**config.mk**
```make
export PLATFORM = sky130hd
export DESIGN_NAME = vx_commit_arbiter
export DESIGN_NICKNAME = d
export VERILOG_FILES = /design/src/rtl/vx_commit_arbiter.sv
export SDC_FILE = /design/constraint.sdc
export NUM_CORES = 1
export LEC_CHECK = 0
export ABC_AREA = 1
export BUFFER_PORTS_ARGS = -buffer_cell sky130_fd_sc_hd__buf_2
export CAP_MARGIN = 25
export CORE_AREA = 2 2 399 401
export DETAILED_ROUTE_END_ITERATION = 12
export DIE_AREA = 0 0 401 403
export GPL_TIMING_DRIVEN = 1
export PLACE_DENSITY = 0.38
export SLEW_MARGIN = 25
export SYNTH_ARGS = -nofsm -noshare
export SYNTH_HDL_FRONTEND = slang
export SYNTH_SLANG_ARGS = --single-unit
```
**constraint.sdc**
```tcl
create_clock -name clk -period 9.3 [get_ports clk]
set_input_delay 1.395 -clock clk [delete_from_list [all_inputs] [get_ports clk]]
set_output_delay 1.395 -clock clk [all_outputs]
set_load 0.01 [all_outputs]
```
**src/rtl/vx_commit_arbiter.sv**
```systemverilog
// vx_commit_arbiter: merges the commit streams of the execute units for one
// issue slot into a single registered commit stream.
//   - Round-robin arbitration. The pointer moves past a source only when that
//     source's eop beat is accepted.
//   - A multi-beat packet keeps the grant on its source from sop through eop.
//   - Optional 64-bit performance counters, built only when COMMIT_PERF_EN is
//     defined. Without it, the perf outputs are tied to 0.
// Ports:
//   clk, reset        clock, synchronous active-high reset
//   in_valid/in_ready per-source beat handshake (in_ready is combinational)
//   in_data/in_tmask  per-source payload and thread mask
//   in_sop/in_eop     per-source packet framing
//   out_valid/ready   registered output handshake
//   out_data/tmask    output payload and thread mask
//   out_sop/eop/src   output framing and source ID
//   perf_instrs       retired instructions (accepted eop beats)
//   perf_threads      retired thread-instructions (popcount of accepted tmask)
//   perf_stalls       cycles with out_valid && !out_ready
module vx_commit_arbiter #(
  parameter int unsigned NUM_SRCS    = 5,
  parameter int unsigned NUM_THREADS = 4,
  parameter int unsigned DATAW       = 128
) (
  input  logic                                  clk,
  input  logic                                  reset,
  input  logic [NUM_SRCS-1:0]                   in_valid,
  output logic [NUM_SRCS-1:0]                   in_ready,
  input  logic [NUM_SRCS-1:0][DATAW-1:0]        in_data,
  input  logic [NUM_SRCS-1:0][NUM_THREADS-1:0]  in_tmask,
  input  logic [NUM_SRCS-1:0]                   in_sop,
  input  logic [NUM_SRCS-1:0]                   in_eop,
  output logic                                  out_valid,
  input  logic                                  out_ready,
  output logic [DATAW-1:0]                      out_data,
  output logic [NUM_THREADS-1:0]                out_tmask,
  output logic                                  out_sop,
  output logic                                  out_eop,
  output logic [$clog2(NUM_SRCS)-1:0]           out_src,
  output logic [63:0]                           perf_instrs,
  output logic [63:0]                           perf_threads,
  output logic [63:0]                           perf_stalls
);

  localparam int unsigned SRCW = $clog2(NUM_SRCS);

  typedef enum logic {
    IDLE,
    LOCKED
  } state_t;

  state_t          state, state_nxt;
  logic [SRCW-1:0] lock_src, lock_src_nxt;
  logic [SRCW-1:0] rr_ptr, rr_ptr_nxt;

  logic                scan_any;
  logic [SRCW-1:0]     scan_idx;
  int unsigned         scan_pos;
  logic                gnt_any;
  logic [SRCW-1:0]     gnt_idx;
  logic [NUM_SRCS-1:0] grant_c;
  logic                load_c;
  logic                accept_c;
  logic                beat_sop;
  logic                beat_eop;

  // The output register can take a new beat when it is empty or draining.
  assign load_c   = !out_valid || out_ready;
  assign accept_c = load_c && gnt_any;
  assign beat_sop = in_sop[gnt_idx];
  assign beat_eop = in_eop[gnt_idx];
  assign in_ready = load_c ? grant_c : '0;

  // Round-robin scan: first valid source at or after rr_ptr, modulo NUM_SRCS.
  always_comb begin
    scan_any = 1'b0;
    scan_idx = '0;
    scan_pos = 0;
    for (int unsigned k = 0; k < NUM_SRCS; k++) begin
      scan_pos = (32'(rr_ptr) + k) % NUM_SRCS;
      if (!scan_any && in_valid[SRCW'(scan_pos)]) begin
        scan_any = 1'b1;
        scan_idx = SRCW'(scan_pos);
      end
    end
  end

  // Lock state, lock source and round-robin pointer registers.
  always_ff @(posedge clk) begin
    if (reset) begin
      state    <= IDLE;
      lock_src <= '0;
      rr_ptr   <= '0;
    end else begin
      state    <= state_nxt;
      lock_src <= lock_src_nxt;
      rr_ptr   <= rr_ptr_nxt;
    end
  end

  // Next-state and grant selection. While locked, only the lock owner can be
  // granted, even when it is momentarily not valid.
  always_comb begin
    state_nxt    = state;
    lock_src_nxt = lock_src;
    rr_ptr_nxt   = rr_ptr;
    gnt_any      = scan_any;
    gnt_idx      = scan_idx;
    grant_c      = '0;

    case (state)
      IDLE: begin
        if (accept_c && beat_sop && !beat_eop) begin
          state_nxt    = LOCKED;
          lock_src_nxt = gnt_idx;
        end
      end
      LOCKED: begin
        gnt_any = in_valid[lock_src];
        gnt_idx = lock_src;
        if (accept_c && beat_eop) begin
          state_nxt = IDLE;
        end
      end
      default: begin
        state_nxt = IDLE;
      end
    endcase

    if (gnt_any) begin
      grant_c[gnt_idx] = 1'b1;
    end

    // The pointer moves only past a source whose packet has completed.
    if (accept_c && beat_eop) begin
      rr_ptr_nxt = (gnt_idx == SRCW'(NUM_SRCS - 1)) ? '0 : gnt_idx + SRCW'(1);
    end
  end

  // Output register. Without a grant the payload holds and only valid drops.
  always_ff @(posedge clk) begin
    if (reset) begin
      out_valid <= 1'b0;
      out_data  <= '0;
      out_tmask <= '0;
      out_sop   <= 1'b0;
      out_eop   <= 1'b0;
      out_src   <= '0;
    end else if (load_c) begin
      out_valid <= gnt_any;
      if (gnt_any) begin
        out_data  <= in_data[gnt_idx];
        out_tmask <= in_tmask[gnt_idx];
        out_sop   <= beat_sop;
        out_eop   <= beat_eop;
        out_src   <= gnt_idx;
      end
    end
  end

`ifdef COMMIT_PERF_EN
  // Performance counters, wrapping modulo 2^64.
  always_ff @(posedge clk) begin
    if (reset) begin
      perf_instrs  <= '0;
      perf_threads <= '0;
      perf_stalls  <= '0;
    end else begin
      if (out_valid && out_ready) begin
        perf_threads <= perf_threads + 64'($countones(out_tmask));
        if (out_eop) begin
          perf_instrs <= perf_instrs + 64'd1;
        end
      end
      if (out_valid && !out_ready) begin
        perf_stalls <= perf_stalls + 64'd1;
      end
    end
  end
`else
  assign perf_instrs  = '0;
  assign perf_threads = '0;
  assign perf_stalls  = '0;
`endif

endmodule

```
==> results.cfg <==
[outcome]
outcome = finished clean

[grt]
track_usage = 0.116
grt_pass1_wl_um = 130000
grt_max_degree = 130
grt_pass1_vias = 16100
antenna_found_initial = 40
gr-total-overflow = 0

[drt]
ant_nets = 0
wl_per_cell_um = 19.9
dr_total_vias = 17100
drc = 0
drt-total-wl_um = 98300
post_drt_via_cell_ratio = 3.47
drt-pass1-iter-count = 6
drt_iter0_markers = 1262

[finish]
drive_gt1_frac = 0.322
final_core_util = 0.119
fillCellCount = 18700
syn_to_final_growth_pct = 46.9
fin_nets = 3552

[clock_network]
clk_pin_slew_ns = 0.08
numCtsBuffers = 17
cts_buffer_depth = 2
post_cts_buffers = 0
postCtsHoldBufs = 0
worstSkewPairLatency_ns = 0.51
post_cts_resized = 0
cts_tree = built
htree_levels = 4
root_buffer = clkbuf_16
cts.sinks = 145

[sta]
slew_headroom = 0.319
timing.final.crit_share = 0.693
drv_slew = 0
rsz0062_at_grt = no
tightest_slew_ns = 1.02
setup_viol = 0
max_freq_ghz = 0.155
hold_viol = 0
min_period_ns = 6.45
clock_skew_ns = 0.0200
setup-tns-final_ns = 0

[job]
cap_violations = 0

[synthesis]
yosys_warnings = 0
synth.largest_area_cell = nand2_1
synthTopCellsByArea = nand2_1, dfxtp_1, buf_4, nand3_1, nand4_1
avgSynthCellArea_um2 = 5.95
ys_types = 39
ys_ff_latch = 145
ys_seq_area_frac = 0.227
syn-cell-area_um2 = 12800
yosysTopAreaCellShare = 0.263
synthCells = 2148

[critical_path]
critPathMaxFanout = 35
critPathMostFrequentCell = nand2_1
reg2reg_setup_slack_ns = 3.51
crit_slowest_cell = dfxtp_1
crit_chain = inv_2 -> ha_1 -> inv_2 -> ha_1 -> nor2_1 -> inv_1 -> o21ai_4 -> xor2_2 -> nand2_2 -> nand2_2 -> nand2_2 -> nand2_1 -> nand2_1 -> o21ai_1 -> nand2_1 -> nor2_4 -> nor2_8 -> nand3_1 -> nand4_1 -> nand2_4 -> nand2_1 -> nor2_1 -> buf_2
crit_type = flip-flop to primary output
required_ns = 7.91
endpoint_kind = primary output
cpPeakStageDelay_ns = 0.67
arrival_ns = 5.05
worst_setup_path_start_kind = flip-flop

[place]
dpl.hpwl_um = 81200
routabilityCongestion = 0.874
numPortBuffers = 820

[floorplan]
placementRows = 146
pin_count = 1013
fp.coreArea_um2 = 157000
die_h_um = 403
start_util = 0.0812
die_w_um = 401
die_area_um2 = 162000

[hold_path]
hold_class = flip-flop to flip-flop
==> kinds of logic (layout without fill, tap and decap cells) <==
family | count (synthesis) | after routing | synth area share
buffers and inverters | 396 | 927 | 0.193
flip-flops | 145 | 145 | 0.227
adder cells (fa/ha/maj) | 17 | 17 | 0.0166
other | 1 | 198 | 0.000293
XOR/XNOR | 6 | 6 | 0.00528
AO/OA/AOI/OAI | 178 | 178 | 0.0744
AND/OR/NAND/NOR | 1405 | 1405 | 0.484
==> worst max-delay path: cells and delay by family, from the launching register on <==
kind	cells	cell delay, ns
simple gates	14	2.01
flops	1	0.67
xor+xnor	1	0.25
buf+inv	4	0.59
compound gates	2	0.33
fa+ha+maj	2	0.69
==> flip-flops by register name, summed over array words and instances (netlist names) <==
name,cells
out_data,128
out_tmask,4
lock_src,3
out_src,3
rr_ptr,3
out_eop,1
out_sop,1
out_valid,1
state,1
==> cell usage after synthesis <==
cell	count
buf_1	23
nand4_1	141
xor2_1	3
o21ai_1	6
conb_1	1
inv_2	11
clkbuf_1	56
o21ai_4	1
inv_1	43
nand4_4	1
nand2_1	897
nand3_2	6
nand3_1	302
buf_2	26
clkinv_2	1
nor2_4	1
a22oi_1	1
nor2_8	3
nor2_1	33
o21bai_2	1
o2111ai_1	1
xnor2_1	1
xor2_2	2
dfxtp_1	145
nor3_1	2
o22ai_1	2
ha_1	17
buf_4	221
o21ai_0	10
nor2_2	4
o211a_1	1
a21oi_1	145
buf_6	14
o21ai_2	3
buf_8	1
nand2_2	11
a41oi_1	1
o211ai_1	6
nand2_4	4
==> per-stage QoR <==
step           instance area, µm²  hold WS [ns]  std cells  setup slack, ns
3_5_place_dp                18200         0.452       4910             3.33
5_1_grt                     18800         0.483       4945             2.28
2_1_floorplan               13500         0.490       2339             4.07
3_3_place_gp                18200         0.449       4910             3.31
6_report                    18800         0.462       4948             2.85
4_1_cts                     18800         0.465       4942             2.69
==> cell type report <==
class,count,area (µm²),area share
Sequential cell,145,2900,0.154
Tap cell,2072,2590,0.138
Antenna cell,6,15.0,0.000799
Clock buffer,17,425,0.0226
Multi-Input combinational cell,1798,8170,0.435
Inverter,55,224,0.0119
Timing Repair Buffer,840,4300,0.229
Clock inverter,15,166,0.00886
==> cells in the final DEF, fill, tap and decap left out, types with 33 or more instances in the layout <==
cell,instances
a21oi_1,145
inv_1,42
nand4_1,141
nand3_1,302
dfxtp_1,145
buf_2,819
nand2_1,896
conb_1,192
nor2_1,33
==> metal layers <==
layer | vias to the layer above | routed length [µm] | GRT usage
li1 | 8123 | - | -
met1 | 8087 | 42000 | 0.146
met2 | 795 | 45100 | 0.186
met3 | 118 | 8200 | 0.0370
met4 | 24 | 2780 | 0.0379
met5 | - | 153 | 0
==> worst paths after layout <==
kind                                    from             to  cells past startpoint
worst min register to register  out_data[37]   out_data[37]                      2
worst max register to register     rr_ptr[0]  out_data[113]                     27
worst min-delay path            out_data[37]   out_data[37]                      2
worst max-delay path               rr_ptr[0]    in_ready[0]                     23
Power is left out: the tool's default activity adds up to more than one toggle a clock period on the data nets, which glitch-free logic cannot reach.
